`config.mk`:
```
export PLATFORM = sky130hd
export DESIGN_NAME = mont_modexp_param
export DESIGN_NICKNAME = d
export VERILOG_FILES = /design/src/rtl/mont_modexp_param.sv
export SDC_FILE = /design/constraint.sdc
export NUM_CORES = 1
export LEC_CHECK = 0
export BUFFER_PORTS_ARGS = -buffer_cell sky130_fd_sc_hd__buf_4
export CORE_ASPECT_RATIO = 1.5
export CORE_MARGIN = 5
export CORE_UTILIZATION = 55
export DETAILED_ROUTE_END_ITERATION = 12
export PLACE_DENSITY = 0.76
export SYNTH_ARGS = -nofsm -noshare
export SYNTH_HDL_FRONTEND = slang
export SYNTH_SLANG_ARGS = --single-unit
```
`constraint.sdc`:
```
create_clock -name clk -period 4.73 [get_ports clk]
set_input_delay 0.2365 -clock clk [delete_from_list [all_inputs] [get_ports clk]]
set_output_delay 0.2365 -clock clk [all_outputs]
set_load 0.05 [all_outputs]
```
`src/rtl/mont_modexp_param.sv`:
```
// Montgomery modular exponentiator: result = base^exponent mod modulus (odd modulus).
// One shared bit-serial Montgomery multiplier, on-chip R^2 mod M, LSB-first exponent scan.
module mont_modexp_param #(
    parameter int WIDTH      = 32,
    parameter int EXP_WIDTH  = 32,
    parameter int CONST_TIME = 0
) (
    input  logic                 clk,
    input  logic                 rst_n,
    input  logic                 start,
    input  logic [WIDTH-1:0]     base,
    input  logic [EXP_WIDTH-1:0] exponent,
    input  logic [WIDTH-1:0]     modulus,
    output logic                 busy,
    output logic                 done,
    output logic                 error,
    output logic [WIDTH-1:0]     result
);

    localparam int   CW = $clog2(2 * WIDTH);
    localparam int   BW = (EXP_WIDTH > 1) ? $clog2(EXP_WIDTH) : 1;
    localparam logic CT = (CONST_TIME != 0);

    typedef enum logic [2:0] {
        S_IDLE, S_CHECK, S_R2, S_TO_MONT, S_EXP, S_FROM_MONT, S_DONE
    } state_t;

    state_t               state_q;
    logic [WIDTH-1:0]     x_q, m_q, t_q, z_q, p_q, a_q, b_q;
    logic [EXP_WIDTH-1:0] e_q;
    logic [WIDTH+1:0]     s_q;
    logic [CW-1:0]        cnt_q;
    logic [BW-1:0]        bit_q;
    logic                 ph_q;

    logic [WIDTH+1:0]     mm_sum, mm_step;
    logic [WIDTH-1:0]     mm_res, t_next;
    logic [WIDTH:0]       t_dbl;
    logic [EXP_WIDTH-1:0] e_nxt;
    logic                 mm_active, mm_last, mul_nxt;

    // S stays below 2M, so S + B + M < 4M fits in WIDTH+2 bits.
    always_comb begin
        mm_sum    = s_q + (a_q[0] ? {2'b00, b_q} : '0);
        mm_step   = (mm_sum + (mm_sum[0] ? {2'b00, m_q} : '0)) >> 1;
        mm_res    = WIDTH'((s_q >= {2'b00, m_q}) ? s_q - {2'b00, m_q} : s_q);
        t_dbl     = {t_q, 1'b0};
        t_next    = (t_dbl >= {1'b0, m_q}) ? WIDTH'(t_dbl - {1'b0, m_q}) : t_dbl[WIDTH-1:0];
        e_nxt     = e_q >> 1;
        mul_nxt   = e_nxt[0] | CT;
        mm_active = (state_q == S_TO_MONT) || (state_q == S_EXP) || (state_q == S_FROM_MONT);
        mm_last   = (cnt_q == CW'(WIDTH));
    end

    // NOTE: every register, datapath included, is cleared by reset so an aborted
    // operation leaves nothing behind; all state updates use non-blocking assignments.
    always_ff @(posedge clk or negedge rst_n) begin
        if (!rst_n) begin
            state_q <= S_IDLE;
            x_q     <= '0;
            m_q     <= '0;
            t_q     <= '0;
            z_q     <= '0;
            p_q     <= '0;
            a_q     <= '0;
            b_q     <= '0;
            e_q     <= '0;
            s_q     <= '0;
            cnt_q   <= '0;
            bit_q   <= '0;
            ph_q    <= 1'b0;
            busy    <= 1'b0;
            done    <= 1'b0;
            error   <= 1'b0;
            result  <= '0;
        end else begin
            done <= 1'b0;
            if (mm_active && !mm_last) begin
                s_q   <= mm_step;
                a_q   <= a_q >> 1;
                cnt_q <= cnt_q + CW'(1);
            end
            case (state_q)
                S_IDLE: if (start) begin
                    x_q     <= base;
                    e_q     <= exponent;
                    m_q     <= modulus;
                    busy    <= 1'b1;
                    error   <= 1'b0;
                    result  <= '0;
                    state_q <= S_CHECK;
                end
                S_CHECK: if (!m_q[0]) begin
                    error   <= 1'b1;
                    busy    <= 1'b0;
                    done    <= 1'b1;
                    state_q <= S_DONE;
                end else begin
                    t_q     <= (m_q == WIDTH'(1)) ? '0 : WIDTH'(1);
                    cnt_q   <= '0;
                    state_q <= S_R2;
                end
                S_R2: begin
                    t_q <= t_next;
                    if (cnt_q == CW'(2 * WIDTH - 1)) begin
                        cnt_q   <= '0;
                        s_q     <= '0;
                        a_q     <= WIDTH'(1);
                        b_q     <= t_next;
                        ph_q    <= 1'b0;
                        state_q <= S_TO_MONT;
                    end else begin
                        cnt_q <= cnt_q + CW'(1);
                    end
                end
                S_TO_MONT: if (mm_last) begin
                    cnt_q <= '0;
                    s_q   <= '0;
                    if (!ph_q) begin
                        z_q  <= mm_res;
                        a_q  <= x_q;
                        b_q  <= t_q;
                        ph_q <= 1'b1;
                    end else begin
                        p_q     <= mm_res;
                        bit_q   <= '0;
                        ph_q    <= !(e_q[0] | CT);
                        a_q     <= mm_res;
                        b_q     <= (e_q[0] | CT) ? z_q : mm_res;
                        state_q <= S_EXP;
                    end
                end
                // ph_q = 0: multiply step, ph_q = 1: squaring step.
                S_EXP: if (mm_last) begin
                    cnt_q <= '0;
                    s_q   <= '0;
                    if (!ph_q) begin
                        if (e_q[0]) z_q <= mm_res;
                        ph_q <= 1'b1;
                        a_q  <= p_q;
                        b_q  <= p_q;
                    end else begin
                        p_q <= mm_res;
                        e_q <= e_nxt;
                        if (bit_q == BW'(EXP_WIDTH - 1)) begin
                            bit_q   <= '0;
                            a_q     <= z_q;
                            b_q     <= WIDTH'(1);
                            state_q <= S_FROM_MONT;
                        end else begin
                            bit_q <= bit_q + BW'(1);
                            ph_q  <= !mul_nxt;
                            a_q   <= mm_res;
                            b_q   <= mul_nxt ? z_q : mm_res;
                        end
                    end
                end
                S_FROM_MONT: if (mm_last) begin
                    cnt_q   <= '0;
                    s_q     <= '0;
                    result  <= mm_res;
                    busy    <= 1'b0;
                    done    <= 1'b1;
                    state_q <= S_DONE;
                end
                S_DONE:  state_q <= S_IDLE;
                default: state_q <= S_IDLE;
            endcase
        end
    end

endmodule

```
* Word level (Yosys, flattened, before mapping)
Index checks and enable logic that the tools add are counted.
** Storage, ports and cells
- Logic and storage cells :: 153
- Bits in registers :: 340
- Output and inout bits :: 35
- Bits of input ports :: 99
** Cells by class
- Magnitude comparators :: 2
- Reductions and logical operators :: 27
- Add/subtract/negate cells :: 6
- Eq/ne operators :: 22
- Multiplexer cells :: 79
** Operators with widths (number)
- 32-bit two-way mux :: 30
- 32-bit case mux with 2 select lines :: 4
- 32-bit case mux with 3 select lines :: 2
- 34-bit two-way mux :: 3
- 34-bit by 32-bit adder with 34-bit output :: 2
- 34-bit case mux with 2 select lines :: 1
- 32-bit subtractor :: 2
- 34-bit by 32-bit greater-or-equal comparator with 1-bit output :: 1
- 33-bit by 32-bit greater-or-equal comparator with 1-bit output :: 1
- 32-bit by 1-bit equality test with 1-bit output, second input constant :: 1
- 3-bit two-way mux :: 9
- 5-bit two-way mux :: 5
- 6-bit two-way mux :: 4
- 2-bit inequality test, second input constant :: 12
- 3-bit case mux with 6 select lines :: 1
- 6-bit case mux with 3 select lines :: 1
- 1-bit two-way mux :: 14
- 6-bit equality test, second input constant :: 2
- 4-bit AND reduction :: 3
- 5-bit case mux with 2 select lines :: 1
- 2-bit nonzero test :: 5
- 3-bit AND reduction :: 3
- 8-bit AND reduction :: 1
- 6-bit by 1-bit adder with 6-bit output, second input constant :: 1
- 18 further kinds :: 27

* Longest topological paths before layout
Gate-level depths: netlist (run 1).
- Depth in word-level cells :: 7
- Gate-level depth with buffers :: 25
- Depth with buffers taken out :: 24

* Least setup slack after synthesis (run 1)
Ideal clock, no wire load.
- Path type :: reg-to-reg
- Start :: register a_q[0]
- End :: register s_q[27]
- Slack :: -0.069 ns
- Buffers on the path :: 1
- Stages on the path, launching flop included :: 25
- Setup time :: 0.118 ns
- Arrival time :: 4.681 ns
- Cell sequence :: dfrtp_1 -> clkbuf_1 -> and2_1 -> ha_1 -> fa_1 -> a211oi_1 -> o21ai_0 -> a31o_2 -> nand2_1 -> nor2_1 -> o21ai_0 -> nand2b_1 -> a21oi_1 -> xnor2_1 -> ha_1 -> a21oi_1 -> nand2_1 -> a22o_1 -> a211o_1 -> a41o_1 -> a41oi_2 -> nor2b_1 -> o31ai_1 -> a211oi_1 -> a21o_1
** On the way
- Word-level cells in the longest chain between the ends :: 7
- Elaborated cells on any way between the ends :: 8
- Those cells by class :: add/sub (2); mux (6)
** RTL lines
- from (decl) :: RTL line 29 : logic [WIDTH-1:0] x_q, m_q, t_q, z_q, p_q, a_q, b_q;
- from (signal assigned) :: RTL line 80 : a_q <= a_q >> 1;
- from (signal assigned) :: RTL line 121 : a_q <= x_q;
- from (signal assigned) :: RTL line 128 : a_q <= mm_res;
- 32-bit two-way mux * :: RTL line 44 : mm_sum = s_q + (a_q[0] ? {2'b00, b_q} : '0);
- 34-bit by 32-bit adder with 34-bit output * :: RTL line 44
- 32-bit two-way mux :: RTL line 45 : mm_step = (mm_sum + (mm_sum[0] ? {2'b00, m_q} : '0)) >> 1;
- 34-bit by 32-bit adder with 34-bit output * :: RTL line 45
- 34-bit two-way mux * :: RTL line 78 : if (mm_active && !mm_last) begin
- 34-bit two-way mux (on tied branches)
- 34-bit case mux with 2 select lines * :: RTL line 83 : case (state_q)
- to (signal assigned) :: RTL line 79 : s_q <= mm_step;
- to (decl) :: RTL line 31 : logic [WIDTH+1:0] s_q;
Every way passes the cells marked *; elsewhere a longest branch is shown, timed or not.
A chain may end at the register's enable or synchronous reset.

* Final worst setup path (run 1)
- Start :: register a_q[0]
- End :: register s_q[26]
The elaborated chain is that of the path after synthesis.

==> impl_metrics.py, run 1 <==
metrics = {
    "setup_path": {
        "max_stage_delay_ns": 0.40,
        "required_ns": 5.13,
        "reg2reg_to": "s_q[26]",
        "path_delay_family": "compound AO/OA/AOI/OAI gates",
        "crit_buf_inv": 5,
        "rrSetupSlack_ns": -0.09,
        "end_kind": "register",
        "r2r_cells": 28,
        "startpoint": "a_q[0]",
        "timing.rr.start": "a_q[0]",
        "cp.depth": 28,
        "crit_slowest_cell": "dfrtp_1",
        "crit_type": "register to register",
        "crit_path_start_kind": "register",
        "cp-endpoint": "s_q[26]",
        "critPathMaxFanout": 8,
        "critPathArrivalTime_ns": 5.22,
    },
    "placement": {
        "preCtsSetupSlack_ns": -0.4391,
        "place_congestion": 1.063,
        "placed_area_um2": 25770,
        "io_buffers": 133,
        "hpwl_um": 60930,
    },
    "routing": {
        "viasPerCell": 6.397,
        "dr.pass1.iters": 6,
        "drt_wl_total_um": 84020,
        "via_count": 23881,
        "drt_iter0_drc": 2511,
        "drtAntennaViolNets": 0,
        "drc": 0,
        "wl_per_cell_um": 22.51,
    },
    "floorplanning": {
        "fp.dieH_um": 261.8,
        "initial_core_util_pct": 55.48,
        "die_width_um": 177.9,
        "ios": 134,
        "dieArea_um2": 46560,
        "coreArea_um2": 41900,
        "row_count": 92,
    },
    "finish": {
        "final_util_pct": 67.75,
        "seqCellArea_um2": 8509,
        "fill_cells": 3405,
        "syn2layout_area_growth_pct": 22.11,
        "drive_above_1_share_pct": 15.25,
        "final_area_um2": 28390,
        "fin_nets": 3376,
        "multi_input_area_um2": 14240,
    },
    "grt": {
        "grt_util_all_layers_pct": 35.48,
        "grtUsageMet1_pct": 43.60,
        "met2_usage_pct": 58.27,
        "grt_remaining_overflow": 0,
        "top_usage_layer": "met2",
        "grt_pass1_wl_um": 130000,
        "antenna_found_initial": 1,
        "grt_pass1_vias": 23457,
        "grt_max_degree": 102,
        "met3_usage_pct": 5.325,
    },
    "clocking": {
        "cts_max_path_buffers": 3,
        "cts.sinks": 340,
        "numCtsBuffers": 36,
        "path_clk_slew_ns": 0.06,
        "ctsRootBufferMaster": "clkbuf_16",
        "clock_latency_ns": 0.55,
        "htree_num_levels": 2,
        "cts_tree": "built",
    },
    "logic_synthesis": {
        "synthTopCellsByArea": "dfrtp_1 37%, o21ai_0 7.6%, nand2_1 7.5%, ha_1 7.1%, a21oi_1 5.5%",
        "synthCells": 2843,
        "synth_area_per_cell_um2": 8.177,
        "synth_top_area_cell": "dfrtp_1",
        "synth_ff_type": "dfrtp_1",
        "synth.top_cell.area_share_pct": 36.60,
        "synth_warnings": 0,
        "synth_area_um2": 23250,
        "synthesis.nets": 3078,
        "yosysSeqAreaShare_pct": 36.60,
        "ys_types": 85,
        "synth-edff-count": 0,
        "ys_ff_latch": 340,
        "ys_async_sr_fraction_pct": 100.0,
    },
    "status": {
        "violations": "setup timing",
        "outcome": "complete, but fails checks",
    },
    "sta": {
        "fmax_mhz": 207.4,
        "fin_crit_sh_pct": 101.9,
        "fin_skew_ns": 0.02680,
        "setup_viol": 3,
        "worst_pin_slew_ns": 1.238,
        "rsz0062_at_grt": "yes",
        "slew_viol_final": 0,
        "min_period_ns": 4.822,
        "timing.hold.ws_ns": 0.08376,
        "worst_slack_ns": -0.09177,
        "max_slew_margin_pct": 17.45,
        "hold_viol": 0,
    },
    "job": {
        "drv_cap": 0,
    },
    "hold_path": {
        "hold_path_class": "input port to register",
    },
}
==> worst register-to-register path, delay by kind of cell (launching register included) <==
| kind | cells | cell delay, ns |
|---|---|---|
| AO/OA/AOI/OAI | 12 | 1.88 |
| XOR/XNOR | 2 | 0.40 |
| adder cells (fa/ha/maj) | 2 | 0.56 |
| buffers and inverters | 5 | 0.65 |
| flip-flops | 1 | 0.40 |
| AND/OR/NAND/NOR | 7 | 0.80 |
==> layout make-up <==
class	count	area share [%]
diodes	1	0.008815
clock buffers	49	3.486
clock inverters	16	0.7096
inverters	74	0.9785
multi-input cells	2273	50.18
flip-flops and latches	340	29.98
well taps	564	2.486
repair buffers	416	12.17
==> metrics by stage <==
stage                     std cells  TNS (ns)
final                          3733   -0.1568
after CTS                      3721  -0.04736
after global routing           3733    -2.267
after floorplan                2843         0
after global placement         3556    -1.507
after detailed placement       3556    -2.784
==> Yosys cell counts (13+ instances only) <==
cell type / n
nand2_1: 465
o21ai_0: 353
dfrtp_1: 340
a21oi_1: 257
nor2_1: 198
clkbuf_1: 136
ha_1: 132
inv_1: 73
and2_1: 72
nand3_1: 65
xnor2_1: 65
mux2i_1: 61
a31oi_1: 53
a21o_1: 47
nor3_1: 44
xor2_1: 42
a211oi_1: 33
nor2b_1: 26
a221oi_1: 22
a22oi_1: 22
nand2b_1: 19
o21a_1: 18
nand4_1: 17
o221ai_1: 17
and3_1: 16
o22ai_1: 15
a221o_1: 14
o21bai_1: 13
==> logic make-up (layout without fill, tap and decap cells) <==
kind of cell / count (synthesis) / in the layout / synth area share [%]
compound gates: 995 / 995 / 26.38
simple gates: 965 / 965 / 18.41
flops: 340 / 340 / 36.60
buf+inv: 230 / 555 / 3.940
fa+ha+maj: 136 / 136 / 7.449
xor+xnor: 107 / 107 / 4.031
mux: 70 / 70 / 3.186
other cells: 0 / 1 / 0
==> sequential cells by signal (all words and copies together), names as in the netlist <==
| name | flops |
|---|---|
| p_q | 32 |
| bit_q | 5 |
| z_q | 32 |
| s_q | 34 |
| e_q | 32 |
| t_q | 32 |
| a_q | 32 |
| m_q | 32 |
| result | 32 |
| x_q | 32 |
| done | 1 |
| cnt_q | 6 |
| busy | 1 |
| b_q | 32 |
| state_q | 3 |
| ph_q | 1 |
| error | 1 |
==> cell usage in the layout (no fill, tap or decap), types with 19 or more instances in the layout <==
cell type,Yosys,routed
a211oi_1,33,31
a21o_1,47,47
a21oi_1,257,245
a221oi_1,22,22
a22oi_1,22,22
a31oi_1,53,53
and2_1,72,67
buf_4,2,310
clkbuf_16,0,36
dfrtp_1,340,339
dlygate4sd3_1,0,97
ha_1,132,125
inv_1,73,73
mux2i_1,61,61
nand2_1,465,461
nand2b_1,19,19
nand3_1,65,60
nor2_1,198,188
nor2b_1,26,26
nor3_1,44,39
o21ai_0,353,333
xnor2_1,65,65
xor2_1,42,42
==> worst min path at each step <==
stage                from      to  slack, ns  depth (start not counted)
floorplan           rst_n  a_q[0]      -0.06                          0
global placement    rst_n  m_q[6]       0.36                          1
detailed placement  rst_n  s_q[5]       0.36                          1
CTS                 start   error       0.07                          4
global route        start   error       0.16                          4
finish              start   error       0.08                          4
==> timing repair <==
item | 4_1_cts | 5_1_grt
endpoints found under the setup margin | 13 | 18
buffers inserted | 3 | 11
pin swaps | 16 | 51
resized for setup | 25 | 64
hold endpoints to repair | 192 | 0
hold buffers | 97 | 0
==> metal layers <==
| layer | vias to the layer above | wire [um] |
|---|---|---|
| li1 | 10848 | - |
| met1 | 11362 | 31540 |
| met2 | 1324 | 39280 |
| met3 | 347 | 6678 |
| met4 | 0 | 6520 |
| met5 | - | 0 |
Power of run 1 is left out: the tool's default activity adds up to more than one toggle a clock period on the data nets, which glitch-free logic cannot reach.
==> run 2, diff against run 1 <==
--- a/config.mk
+++ b/config.mk
@@ -5,6 +5,7 @@
 export SDC_FILE = /design/constraint.sdc
 export NUM_CORES = 1
 export LEC_CHECK = 0
+export ABC_AREA = 1
 export BUFFER_PORTS_ARGS = -buffer_cell sky130_fd_sc_hd__buf_4
 export CORE_ASPECT_RATIO = 1.5
 export CORE_MARGIN = 5
==> impl_metrics.py, run 2 <==
metrics = {
    "status": {
        "outcome": "complete, no violations",
    },
    "finish": {
        "regMostFlops": "s_q",
        "largest_reg_flops": 34,
        "final_cell_mix": "1224 x nand2_1, 531 x inv_1, 343 x o21ai_0",
        "layout_commonest_cell": "nand2_1",
        "syn2layout_area_growth_pct": 14.40,
        "fin_nets": 4489,
        "seqCellArea_um2": 8511,
        "drive_above_1_share_pct": 8.851,
        "instances_no_fill": 4941,
        "multi_input_area_um2": 15580,
        "final_area_um2": 30690,
        "final_util_pct": 63.36,
        "fill_cells": 4477,
    },
    "clocking": {
        "path_clk_slew_ns": 0.07,
        "cts.sinks": 340,
        "post-cts-setup-buffers": 0,
        "cts_tree": "built",
        "numCtsBuffers": 37,
        "clock_latency_ns": 0.56,
        "ctsRootBufferMaster": "clkbuf_16",
        "cts_max_path_buffers": 3,
        "htree_num_levels": 2,
    },
    "job": {
        "drv_cap": 0,
    },
    "pwr": {
        "vdd_drop_max_uv": 484.1,
        "power.density_nw_per_um2": 775.5,
        "power.leakage_uw": 0.01626,
    },
    "logic_synthesis": {
        "yosys.cell_count.top_type": "nand2_1",
        "synthTopCellsByArea": "dfrtp_1 32%, nand2_1 17%, inv_1 7.5%, o21ai_0 6.5%, ha_1 6.2%",
        "synth_ff_type": "dfrtp_1",
        "synth-edff-count": 0,
        "ys_ff_latch": 340,
        "yosysSeqAreaShare_pct": 31.72,
        "synthTopCellsByCount": "1227 x nand2_1, 533 x inv_1, 347 x o21ai_0, 340 x dfrtp_1, 304 x nor2_1",
        "ys_async_sr_fraction_pct": 100.0,
        "synthesis.nets": 4328,
        "synth_warnings": 0,
        "synth.top_cell.area_share_pct": 31.72,
        "synth_area_per_cell_um2": 6.554,
        "synth_top_area_cell": "dfrtp_1",
        "synthCells": 4093,
        "synth_area_um2": 26820,
        "ys_types": 59,
    },
    "grt": {
        "grt_remaining_overflow": 0,
        "grt_pass1_vias": 28033,
        "grt_max_degree": 112,
        "grt_pass1_wl_um": 168400,
        "grt_util_all_layers_pct": 41.68,
        "antenna_found_initial": 3,
    },
    "floorplanning": {
        "initial_core_util_pct": 55.39,
        "row_count": 99,
        "die_width_um": 190.3,
        "coreArea_um2": 48430,
        "dieArea_um2": 53380,
        "fp.dieH_um": 280.5,
        "ios": 134,
    },
    "routing": {
        "via_count": 28947,
        "drt_iter0_drc": 3214,
        "dr.pass1.iters": 7,
        "wl_per_cell_um": 22.99,
        "drc": 0,
        "drt_wl_total_um": 113600,
        "drtAntennaViolNets": 0,
        "viasPerCell": 5.859,
    },
    "setup_path": {
        "crit_type": "register to register",
        "rrSetupSlack_ns": 0.25,
        "max_stage_delay_ns": 0.49,
        "r2r_cells": 26,
        "crit_path_start_kind": "register",
        "crit_slowest_cell": "dfrtp_2",
        "reg2reg_to": "s_q[24]",
        "required_ns": 5.14,
        "end_kind": "register",
        "timing.rr.start": "a_q[0]",
        "critPathArrivalTime_ns": 4.89,
        "crit_top_cell": "nand2_1",
        "critPathMaxFanout": 9,
    },
    "placement": {
        "placed_cells": 4777,
        "hpwl_um": 87080,
        "place_congestion": 1.059,
        "preCtsSetupSlack_ns": -0.01797,
        "placed_area_um2": 28380,
        "io_buffers": 133,
    },
    "hold_path": {
        "whs_path_depth": 3,
        "hold_path_class": "input port to register",
        "worstHoldEndpoint": "m_q[3]",
        "min-delay-start": "modulus[3]",
    },
    "sta": {
        "fin_skew_ns": 0.02690,
        "timing.hold.ws_ns": 0.1152,
        "min_period_ns": 4.484,
        "fmax_mhz": 223.0,
        "hold_viol": 0,
        "max_slew_margin_pct": 24.12,
        "slew_viol_final": 0,
        "worst_slack_ns": 0.2463,
        "setup_viol": 0,
        "worst_pin_slew_ns": 1.137,
        "fin_crit_sh_pct": 94.79,
    },
}
[run 2: worst max path at each step]
stage / start / endpoint / slack (ns) / cells past startpoint
4_1_cts: a_q[0] / s_q[32] / 0.01 / 27
5_1_grt: a_q[0] / s_q[24] / -0.004 / 23
3_5_place_dp: a_q[0] / s_q[24] / -0.02 / 25
3_3_place_gp: a_q[0] / s_q[24] / -0.01 / 25
2_1_floorplan: a_q[0] / s_q[32] / 0.54 / 26
6_report: a_q[0] / s_q[24] / 0.25 / 26
[run 2: area by class of cell]
| cell class | instances | area share [%] |
|---|---|---|
| multi-input combinational | 3044 | 50.78 |
| sequential | 340 | 27.73 |
| timing repair buffer | 281 | 7.759 |
| inverter | 550 | 6.744 |
| clock buffer | 44 | 3.233 |
| tap | 656 | 2.675 |
| clock inverter | 23 | 1.056 |
| antenna | 3 | 0.02446 |
[run 2: routing by layer]
metal / vias up / GRT usage (%) / part of all wire [%]
li1: 13500 / - / -
met1: 13493 / 46.66 / 34
met2: 1523 / 69.39 / 47
met3: 431 / 5.713 / 7.5
met4: 0 / 35.97 / 11
met5: - / 0 / 0
[run 2: through the flow]
| step | TNS [ns] | total power, uW |
|---|---|---|
| 2_1_floorplan | 0 | 14730 |
| 3_3_place_gp | -0.01326 | 19760 |
| 3_5_place_dp | -0.03091 | 19820 |
| 4_1_cts | 0 | 23190 |
| 5_1_grt | -0.006930 | 25190 |
| 6_report | 0 | 23800 |
[run 2: timing repair]
item,in CTS,in global routing
gates cloned,0,0
gates resized for setup,2,16
endpoints found under the hold margin,191,0
endpoints found under the setup margin,1,11
hold buffers,94,0
[run 2: report_power, final]
| part | internal [uW] | switching, uW |
|---|---|---|
| registers | 3810 | 729 |
| logic | 4380 | 11600 |
| clock network | 1900 | 1340 |
| total | 10100 | 13700 |
[run 2: worst max-delay path, delay by kind of cell (launching register included)]
kind / cells / cell delay, ns
fa+ha+maj: 3 / 1.00
flops: 1 / 0.49
xor+xnor: 1 / 0.16
buf+inv: 3 / 0.36
simple gates: 14 / 1.64
compound gates: 5 / 0.71
[run 2: logic make-up (layout without fill, tap and decap cells)]
kind of cell / count (synthesis) / in the layout / share of synthesized area [%]
XOR/XNOR: 84 / 84 / 2.743
other: 0 / 3 / 0
AO/OA/AOI/OAI: 837 / 837 / 17.13
buffers and inverters: 709 / 898 / 10.42
flip-flops: 340 / 340 / 31.72
AND/OR/NAND/NOR: 1987 / 1987 / 31.53
adder cells (fa/ha/maj): 136 / 136 / 6.456
Note: power is estimated with default switching activity, not from simulation.
